<file path="src/rtl/i2c_target_if.sv">
// I2C target pad and register-port bundle.
// The host side drives the raw pad levels and rd_data; the target drives the rest.
interface i2c_target_if;
    logic       scl_in;
    logic       sda_in;
    logic       sda_oe;
    logic [7:0] reg_addr;
    logic [7:0] wr_data;
    logic       wr_strobe;
    logic [7:0] rd_data;
    logic       rd_strobe;
    logic       busy;

    modport slave (
        input  scl_in, sda_in, rd_data,
        output sda_oe, reg_addr, wr_data, wr_strobe, rd_strobe, busy
    );

    modport master (
        output scl_in, sda_in, rd_data,
        input  sda_oe, reg_addr, wr_data, wr_strobe, rd_strobe, busy
    );
endinterface

</file>
<file path="src/rtl/i2c_target.sv">
// I2C target with 8-bit register pointer; pads pass through a 2-flop sync plus FILTER_LEN glitch filter.
// sda_oe updates one cycle after a filtered SCL fall; wr_strobe follows the 8th data rise by one cycle.
// No clock stretching: rd_data must be valid combinationally during the rd_strobe cycle.
module i2c_target #(
    parameter logic [6:0] ADDRESS    = 7'h3A,
    parameter int         FILTER_LEN = 3
) (
    input logic         clock,
    input logic         reset,
    i2c_target_if.slave bus
);

    localparam int CW = $clog2(FILTER_LEN + 1);

    typedef enum logic [3:0] {
        IDLE, ADDR, ADDR_ACK, PTR, PTR_ACK, WRITE, WRITE_ACK,
        READ, READ_ACK, READ_LOAD, WAIT_STOP
    } state_t;

    state_t        state, state_nxt;
    logic [1:0]    raw, sync_a, sync_b, filt, filt_q;
    logic [CW-1:0] flt_cnt [2];
    logic [7:0]    shift, reg_addr, wr_data;
    logic [3:0]    bit_cnt;
    logic          sda_drv, wr_stb, busy, rd_pulse;
    logic          scl_rise, scl_fall, start, stop, last_bit;
    logic [7:0]    rx_byte;

    // bit 1 carries SCL, bit 0 carries SDA
    assign raw = {bus.scl_in, bus.sda_in};

    always_ff @(posedge clock or negedge reset) begin
        if (!reset) begin
            sync_a     <= '1;
            sync_b     <= '1;
            filt       <= '1;
            filt_q     <= '1;
            flt_cnt[0] <= '0;
            flt_cnt[1] <= '0;
        end else begin
            sync_a <= raw;
            sync_b <= sync_a;
            filt_q <= filt;
            for (int i = 0; i < 2; i++) begin
                if (sync_b[i] == filt[i]) begin
                    flt_cnt[i] <= '0;
                end else if (flt_cnt[i] == CW'(FILTER_LEN - 1)) begin
                    filt[i]    <= sync_b[i];
                    flt_cnt[i] <= '0;
                end else begin
                    flt_cnt[i] <= flt_cnt[i] + CW'(1);
                end
            end
        end
    end

    assign scl_rise = filt[1] & ~filt_q[1];
    assign scl_fall = ~filt[1] & filt_q[1];
    assign start    = ~filt[0] & filt_q[0] & filt[1] & filt_q[1];
    assign stop     = filt[0] & ~filt_q[0] & filt[1] & filt_q[1];
    assign last_bit = scl_rise && (bit_cnt == 4'd7);
    assign rx_byte  = {shift[6:0], filt[0]};

    always_ff @(posedge clock or negedge reset) begin
        if (!reset) state <= IDLE;
        else        state <= state_nxt;
    end

    always_comb begin
        state_nxt = state;
        rd_pulse  = 1'b0;
        if (stop) begin
            state_nxt = IDLE;
        end else if (start) begin
            state_nxt = ADDR;
        end else begin
            case (state)
                ADDR:      if (last_bit) state_nxt = (rx_byte[7:1] == ADDRESS) ? ADDR_ACK : IDLE;
                ADDR_ACK:  if (scl_fall && sda_drv) begin
                               // shift[0] still holds the R/W bit of the address byte
                               state_nxt = shift[0] ? READ : PTR;
                               rd_pulse  = shift[0];
                           end
                PTR:       if (last_bit) state_nxt = PTR_ACK;
                PTR_ACK:   if (scl_fall && sda_drv) state_nxt = WRITE;
                WRITE:     if (last_bit) state_nxt = WRITE_ACK;
                WRITE_ACK: if (scl_fall && sda_drv) state_nxt = WRITE;
                READ:      if (scl_fall && bit_cnt == 4'd8) state_nxt = READ_ACK;
                READ_ACK:  if (scl_rise) state_nxt = filt[0] ? WAIT_STOP : READ_LOAD;
                READ_LOAD: if (scl_fall) begin
                               state_nxt = READ;
                               rd_pulse  = 1'b1;
                           end
                default:   state_nxt = state;
            endcase
        end
    end

    always_ff @(posedge clock or negedge reset) begin
        if (!reset) begin
            shift    <= '0;
            bit_cnt  <= '0;
            sda_drv  <= 1'b0;
            reg_addr <= '0;
            wr_data  <= '0;
            wr_stb   <= 1'b0;
            busy     <= 1'b0;
        end else begin
            wr_stb <= 1'b0;
            if (stop) begin
                sda_drv <= 1'b0;
                busy    <= 1'b0;
            end else if (start) begin
                sda_drv <= 1'b0;
                busy    <= 1'b0;
                bit_cnt <= '0;
            end else begin
                case (state)
                    ADDR, PTR, WRITE: if (scl_rise) begin
                        shift   <= rx_byte;
                        bit_cnt <= bit_cnt + 4'd1;
                        if (last_bit && state == ADDR && rx_byte[7:1] == ADDRESS) busy <= 1'b1;
                        if (last_bit && state == PTR) reg_addr <= rx_byte;
                        if (last_bit && state == WRITE) begin
                            wr_data <= rx_byte;
                            wr_stb  <= 1'b1;
                        end
                    end
                    // first fall after the byte drives ACK, the second releases it
                    ADDR_ACK, PTR_ACK, WRITE_ACK: if (scl_fall) begin
                        if (!sda_drv) begin
                            sda_drv <= 1'b1;
                        end else begin
                            sda_drv <= 1'b0;
                            bit_cnt <= '0;
                            if (state == WRITE_ACK) reg_addr <= reg_addr + 8'd1;
                        end
                    end
                    READ: begin
                        if (scl_rise) bit_cnt <= bit_cnt + 4'd1;
                        if (scl_fall) begin
                            if (bit_cnt == 4'd8) begin
                                sda_drv <= 1'b0;
                            end else begin
                                sda_drv <= ~shift[6];
                                shift   <= {shift[6:0], 1'b0};
                            end
                        end
                    end
                    READ_ACK: if (scl_rise && !filt[0]) reg_addr <= reg_addr + 8'd1;
                    default: ;
                endcase
                if (rd_pulse) begin
                    shift   <= bus.rd_data;
                    sda_drv <= ~bus.rd_data[7];
                    bit_cnt <= '0;
                end
            end
        end
    end

    assign bus.sda_oe    = sda_drv;
    assign bus.reg_addr  = reg_addr;
    assign bus.wr_data   = wr_data;
    assign bus.wr_strobe = wr_stb;
    assign bus.rd_strobe = rd_pulse;
    assign bus.busy      = busy;

endmodule

</file>
<file path="src/flat_wrapper.sv">
// flat-port wrapper written by rule: the top's interface ports become plain ports
module i2c_target_flat 
#(
    parameter logic [6:0] ADDRESS    = 7'h3A,
    parameter int         FILTER_LEN = 3
)
  (clock, reset, bus_scl_in, bus_sda_in, bus_rd_data, bus_sda_oe, bus_reg_addr, bus_wr_data, bus_wr_strobe, bus_rd_strobe, bus_busy);
  i2c_target_if bus_i ();
  input logic clock;
  input logic reset;
  input wire logic [$bits(bus_i.scl_in)-1:0] bus_scl_in;
  input wire logic [$bits(bus_i.sda_in)-1:0] bus_sda_in;
  input wire logic [$bits(bus_i.rd_data)-1:0] bus_rd_data;
  output wire logic [$bits(bus_i.sda_oe)-1:0] bus_sda_oe;
  output wire logic [$bits(bus_i.reg_addr)-1:0] bus_reg_addr;
  output wire logic [$bits(bus_i.wr_data)-1:0] bus_wr_data;
  output wire logic [$bits(bus_i.wr_strobe)-1:0] bus_wr_strobe;
  output wire logic [$bits(bus_i.rd_strobe)-1:0] bus_rd_strobe;
  output wire logic [$bits(bus_i.busy)-1:0] bus_busy;
  assign bus_i.scl_in = bus_scl_in;
  assign bus_i.sda_in = bus_sda_in;
  assign bus_i.rd_data = bus_rd_data;
  assign bus_sda_oe = bus_i.sda_oe;
  assign bus_reg_addr = bus_i.reg_addr;
  assign bus_wr_data = bus_i.wr_data;
  assign bus_wr_strobe = bus_i.wr_strobe;
  assign bus_rd_strobe = bus_i.rd_strobe;
  assign bus_busy = bus_i.busy;
  i2c_target #(.ADDRESS(ADDRESS), .FILTER_LEN(FILTER_LEN)) u_core (.clock(clock), .reset(reset), .bus(bus_i));
endmodule
</file>
<file path="config.mk">
export PLATFORM = sky130hd
export DESIGN_NAME = i2c_target_flat
export DESIGN_NICKNAME = d
export VERILOG_FILES = /design/src/rtl/i2c_target_if.sv /design/src/rtl/i2c_target.sv /design/src/flat_wrapper.sv
export SDC_FILE = /design/constraint.sdc
export NUM_CORES = 1
export LEC_CHECK = 0
export ABC_AREA = 1
export CAP_MARGIN = 20
export CORE_UTILIZATION = 30
export CTS_CLUSTER_DIAMETER = 50
export DETAILED_ROUTE_END_ITERATION = 12
export PLACE_DENSITY = 0.49
export SETUP_SLACK_MARGIN = 0.05
export SLEW_MARGIN = 5
export SYNTH_ARGS = -nofsm -noshare
export SYNTH_HDL_FRONTEND = slang
export SYNTH_SLANG_ARGS = --single-unit
</file>
<file path="constraint.sdc">
create_clock -name clock -period 4 [get_ports clock]
set_input_delay 0.8 -clock clock [delete_from_list [all_inputs] [get_ports clock]]
set_output_delay 0.8 -clock clock [all_outputs]
set_load 0.03 [all_outputs]
</file>
==> out/metrics.yaml, run 1 <==
synth-seq-cells: 46
rsz0062_at_grt: "no"
drcViolationCount: 0
grt_pass1_vias: 2162
grt_max_degree: 28
swShare: 0.478
grt_overflow: 0
area_growth_pct: 18.9
wire_per_inst_um: 12.8
setup_violations: 0
seqPwrFrac: 0.366
dr_total_vias: 2304
drtIter0Drc: 112
synthDistinctLibCells: 29
yosysWarnings: 0
routed_via_density: 4.66
syn_area_um2: 2620
grt_pass1_wl_um: 10500
layout.nets: 403
fin_skew_ns: 0.0108
cts_root_buffer: "clkbuf_8"
syn_inst: 354
cp.required_ns: 3.20
cts.reportedPaths.clkPinSlew_ns: 0.10
synthSimpleGateAreaFrac: 0.346
drive_above_1_share: 0.139
p_leak_nw: 1.53
worst_pin_slew_ns: 0.473
ctsResizeCount: 0
ir_drop_mv: 0.274
cts_tree: "yes"
finalWirelength_um: 6300
dp_slack_ns: 1.17
synth_fp_nets: 369
die_x_um: 95.4
nFillCells: 914
setup.worst_path.end_class: "primary output"
grt_use_total: 0.150
synth_top_family_by_area: "simple AND/OR/NAND/NOR gates"
io_buffers: 31
row_count: 33
start_util: 0.314
final_util: 0.373
period_share: 0.795
cts_buffer_depth: 2
max-cap-violations: 0
clock_latency_ns: 0.31
period_needed_ns: 3.18
power_density_nw_per_um2: 664
antenna_found_initial: 0
synth_compound_area_frac: 0.102
synthXorXnorAreaFrac: 0.0201
first_pass_iters: 4
maxSlewHeadroom: 0.685
ant_nets: 0
cp-start-kind: "flop"
path_max_fanout: 23
cts_hold_buf: 0
hpwl_um: 4820
cts_max_level: 2
post_cts_buffers: 0
core_area_um2: 8340
avgSynthCellArea_um2: 7.40
status: "finished, final reports clean"
synthAdderAreaFrac: 0.0143
clock.fmax_ghz: 0.314
p_sw_mw: 0.989
hold_viol: 0
p_clk_frac: 0.145
diodes: 0
p_int_mw: 1.08
synthMuxAreaShare: 0
clock_sinks: 46
dieHeight_um: 95.4
timing_worst_setup_path_type: "flop to primary output"
cts_inserted_buffers: 5
setup-tns-final_ns: 0
final-max-slew-violation-count: 0
dieArea_um2: 9110
power_frac_comb: 0.489
gp_congestion: 0.911
layout_setup_ws_ns: 0.819
cp.arrival_ns: 2.38
yosysSeqAreaShare: 0.443
worstHoldPathType: "flop to flop"
io_pins: 32
==> power by group through the flow <==
stage | registers [mW] | logic (mW) | clock network, mW
final | 0.758 | 1.01 | 0.300
after global routing | 0.781 | 1.15 | 0.336
after CTS | 0.758 | 1.02 | 0.317
after detailed placement | 0.767 | 1.01 | 0
after global placement | 0.760 | 1.02 | 0
after floorplan | 0.808 | 0.675 | 0
==> layout by cell type (no fill, tap or decap), types with 4 or more instances in the layout <==
cell / count
nand2_1: 117
dfrtp_1: 38
nand3_1: 31
clkdlybuf4s50_1: 30
inv_1: 28
o21ai_1: 26
nor2_1: 24
inv_2: 13
o21ai_0: 13
a21oi_1: 9
dfstp_2: 8
nand2_2: 7
nor3_1: 5
clkbuf_8: 5
nor2_2: 4
==> layer usage <==
layer,vias to the layer above,share of wire,global-route usage,wire [µm]
li1,1195,-,-,-
met1,1055,0.50,0.204,3140
met2,43,0.44,0.238,2800
met3,11,0.035,0.0271,223
met4,0,0.022,0.0560,141
met5,-,0,0,0
==> synthesized netlist by cell type <==
cell	instances	area [µm²]
o21ai_1	26	130
nand4_2	1	12.5
nand3b_1	1	7.51
nand4_1	3	18.8
dfrtp_1	38	951
o21ai_0	13	65.1
buf_2	2	10.0
nand2_1	117	439
nand3_2	2	20.0
ha_1	3	37.5
nand2_4	2	22.5
buf_4	1	7.51
inv_2	13	48.8
nor2_2	4	25.0
nor2_1	24	90.1
nand3_1	31	155
a21oi_2	1	8.76
dfstp_2	8	210
o21ai_2	2	17.5
nand2_2	7	43.8
nor3_1	5	25.0
xor2_1	3	26.3
nor3b_1	1	7.51
inv_1	28	105
a21oi_1	9	45.0
xnor2_1	3	26.3
or2_2	1	6.26
buf_6	2	22.5
nor2_4	3	33.8
==> stage by stage <==
stage               area (µm²)  hold WS, ns  instances  total power [mW]
floorplan                 2620        0.345        354              1.48
CTS                       3110        0.364        494              2.09
global route              3110        0.369        494              2.26
finish                    3110        0.361        494              2.07
detailed placement        3020        0.347        486              1.78
global placement          3020        0.346        486              1.78
==> final timing paths <==
kind | startpoint | end | slack, ns | depth (start not counted)
worst max-delay path | u_core.state[0] | bus_rd_strobe | 0.82 | 7
worst min-delay path | u_core.sync_a[0] | u_core.sync_b[0] | 0.36 | 0
worst max register to register | u_core.filt[1] | u_core.bit_cnt[1] | 1.91 | 9
worst min register to register | u_core.sync_a[0] | u_core.sync_b[0] | 0.36 | 0
max in group asynchronous | reset | u_core.sync_a[1] | 2.80 | 2
min in group asynchronous | reset | u_core.bus.wr_data[3] | 0.43 | 1
==> critical path: stages (launching register included) <==
cell and delay (ns):
dfrtp_1 0.47, inv_2 0.09, nor2_2 0.15, inv_2 0.07, nor2_4 0.12, nand2_1 0.08
nand2_2 0.34, clkdlybuf4s50_1 0.75
==> logic make-up (layout without fill, tap and decap cells) <==
| kind of cell | after synthesis | in the layout |
|---|---|---|
| fa+ha+maj | 3 | 3 |
| compound gates | 51 | 51 |
| flops | 46 | 46 |
| xor+xnor | 6 | 6 |
| simple gates | 202 | 202 |
| buf+inv | 46 | 81 |
==> area by class of cell <==
type / instances / area [µm²] / share of cell area
clock buffers: 5 / 68.8 / 0.0221
inverters: 41 / 154 / 0.0494
flip-flops and latches: 46 / 1160 / 0.373
repair buffers: 32 / 313 / 0.100
well taps: 105 / 131 / 0.0422
multi-input cells: 262 / 1260 / 0.406
clock inverters: 3 / 22.5 / 0.00723
==> flip-flops by register name, indices dropped and copies added, names as in the netlist <==
| name | cells |
|---|---|
| u_core.sync_b | 2 |
| u_core.flt_cnt | 4 |
| u_core.bit_cnt | 4 |
| u_core.state | 4 |
| u_core.bus.sda_oe | 1 |
| u_core.sync_a | 2 |
| u_core.filt_q | 2 |
| u_core.filt | 2 |
| u_core.bus.wr_data | 8 |
| u_core.bus.busy | 1 |
| u_core.bus.reg_addr | 8 |
| u_core.shift | 7 |
| u_core.bus.wr_strobe | 1 |
(Power assumes the default switching activity.)
==> run 2: changes to the inputs <==
==> constraint.sdc (replaced) <==
create_clock -name clock -period 3.1 [get_ports clock]
set_input_delay 0.62 -clock clock [delete_from_list [all_inputs] [get_ports clock]]
set_output_delay 0.62 -clock clock [all_outputs]
set_load 0.03 [all_outputs]
==> run 2 against run 1 <==
Net effect:
- wire length is 0.33% lower
- largest cell class unchanged
- final cell count is 0.40% higher
- critical endpoint unchanged
- sequential power is 29% higher
- highest routed layer unchanged
==> out/metrics.yaml, run 2 (same netlist as run 1, synthesis figures left out) <==
status: "finished, final reports clean"  # unchanged
final_cell_mix: "nand2_1 (117), dfrtp_1 (38), nand3_1 (31)"  # unchanged
ant_nets: 0  # unchanged
cts_inserted_buffers: 5  # unchanged
dr_total_vias: 2307  # was 2304
clock_latency_ns: 0.31  # about the same
clock_sinks: 46  # unchanged
drtIter0Drc: 71  # was 112
worstHoldPathType: "input port to async pin"  # was flop to flop
rsz0062_at_grt: "no"  # unchanged
dieArea_um2: 9110  # unchanged
core_area_um2: 8340  # unchanged
final_common_cell: "nand2_1"  # unchanged
grt_overflow: 0  # unchanged
grt_pass1_wl_um: 10700  # was 10500 µm
cts_hold_buf: 0  # unchanged
final_util: 0.377  # was 0.373
dpl.cell_count: 487  # was 486
row_count: 33  # unchanged
path_max_fanout: 6  # was 23
clock.fmax_ghz: 0.377
cts_buffer_depth: 2  # unchanged
cts_max_level: 2  # unchanged
post_cts_buffers: 0  # unchanged
gp_congestion: 0.899  # was 0.911
p_leak_nw: 1.55  # was 1.53 nW
io_buffers: 31  # unchanged
cts.reportedPaths.clkPinSlew_ns: 0.10  # about the same
largestRegisters: "u_core.bus.reg_addr: 8 flops, u_core.bus.wr_data: 8 flops, u_core.shift: 7 flops"  # unchanged
io_pins: 32  # unchanged
setup_violations: 0  # unchanged
ir_drop_mv: 0.338  # was 0.274 mV
cp-start-kind: "flop"  # unchanged
area_growth_pct: 20.2  # was 18.9%
diodes: 0  # unchanged
cp.arrival_ns: 2.03  # was 2.38 ns
hpwl_um: 4840  # was 4820 µm
setup-tns-final_ns: 0  # unchanged
first_pass_iters: 4  # unchanged
timing_worst_setup_path_type: "flop to primary output"  # unchanged
start_util: 0.314  # unchanged
maxSlewHeadroom: 0.672  # was 0.685
dieHeight_um: 95.4  # unchanged
drcViolationCount: 0  # unchanged
drive_above_1_share: 0.143  # was 0.139
period_share: 0.855
finalWirelength_um: 6280  # was 6300 µm
wire_per_inst_um: 12.7  # was 12.8 µm
period_needed_ns: 2.65
grt_use_total: 0.154  # was 0.150
cts_root_buffer: "clkbuf_8"  # unchanged
cts_tree: "yes"  # unchanged
stdcell_count: 496  # was 494
ctsResizeCount: 0  # unchanged
die_x_um: 95.4  # unchanged
final-max-slew-violation-count: 0  # unchanged
antenna_found_initial: 0  # unchanged
grt_pass1_vias: 2192  # was 2162
routed_via_density: 4.65  # was 4.66
layout.nets: 405  # was 403
fin_skew_ns: 0.00326  # was 0.0108 ns
worst_pin_slew_ns: 0.491  # was 0.473 ns
power_density_nw_per_um2: 853  # was 664 nW/µm²
grt_max_degree: 44  # was 28
hold_viol: 0  # unchanged
cp.required_ns: 2.48  # was 3.20 ns
max-cap-violations: 0  # unchanged
setup.worst_path.end_class: "primary output"  # unchanged
[run 2: metrics by stage]
stage	setup WS (ns)	cell area (µm²)	power [mW]	hold slack (ns)
after CTS	0.427	3130	2.72	0.363
final	0.450	3150	2.69	0.202
after detailed placement	0.789	3030	2.29	0.348
after global placement	0.815	3030	2.29	0.346
after floorplan	1.31	2620	1.91	0.324
after global routing	0.335	3150	2.94	0.225
[run 2: worst paths after layout]
| check | slack [ns] | from | cells past startpoint | endpoint |
|---|---|---|---|---|
| hold / removal | 0.20 | reset | 1 | u_core.bus.wr_data[3] |
| setup reg to reg | 1.14 | u_core.filt[1] | 10 | u_core.bit_cnt[1] |
| max in group asynchronous | 2.20 | reset | 3 | u_core.filt_q[1] |
| hold reg to reg | 0.36 | u_core.sync_a[0] | 0 | u_core.sync_b[0] |
| setup / recovery | 0.45 | u_core.state[0] | 7 | bus_rd_strobe |
| min in group clock | 0.36 | u_core.sync_a[0] | 0 | u_core.sync_b[0] |
[run 2: routing by layer]
| layer | vias up | wire length [µm] | global-route usage |
|---|---|---|---|
| met5 | - | 0 | 0 |
| met4 | 0 | 136 | 0.0547 |
| met3 | 12 | 255 | 0.0311 |
| met2 | 45 | 2840 | 0.246 |
| met1 | 1045 | 3040 | 0.205 |
| li1 | 1205 | - | - |
[run 2: power by group]
group	leakage, nW	switching [mW]	internal, mW
registers	0.583	0.189	0.789
logic	0.915	0.849	0.444
clock network	0.0506	0.245	0.169
[run 2: layout make-up]
type / instances / area (µm²)
inverter: 41 / 154
clock buffer: 5 / 68.8
tap: 105 / 131
sequential: 46 / 1160
multi-input combinational: 262 / 1260
fill: 889 / 5190
clock inverter: 3 / 28.8
timing repair buffer: 34 / 340
[run 2: worst max-delay path: stages (launching register included)]
cell and delay, ns:
dfrtp_1 0.46, inv_2 0.09, nor2_2 0.15, inv_2 0.07, nor2_4 0.11, nand2_1 0.07, nand2_2 0.09, clkdlybuf4s50_1 0.67
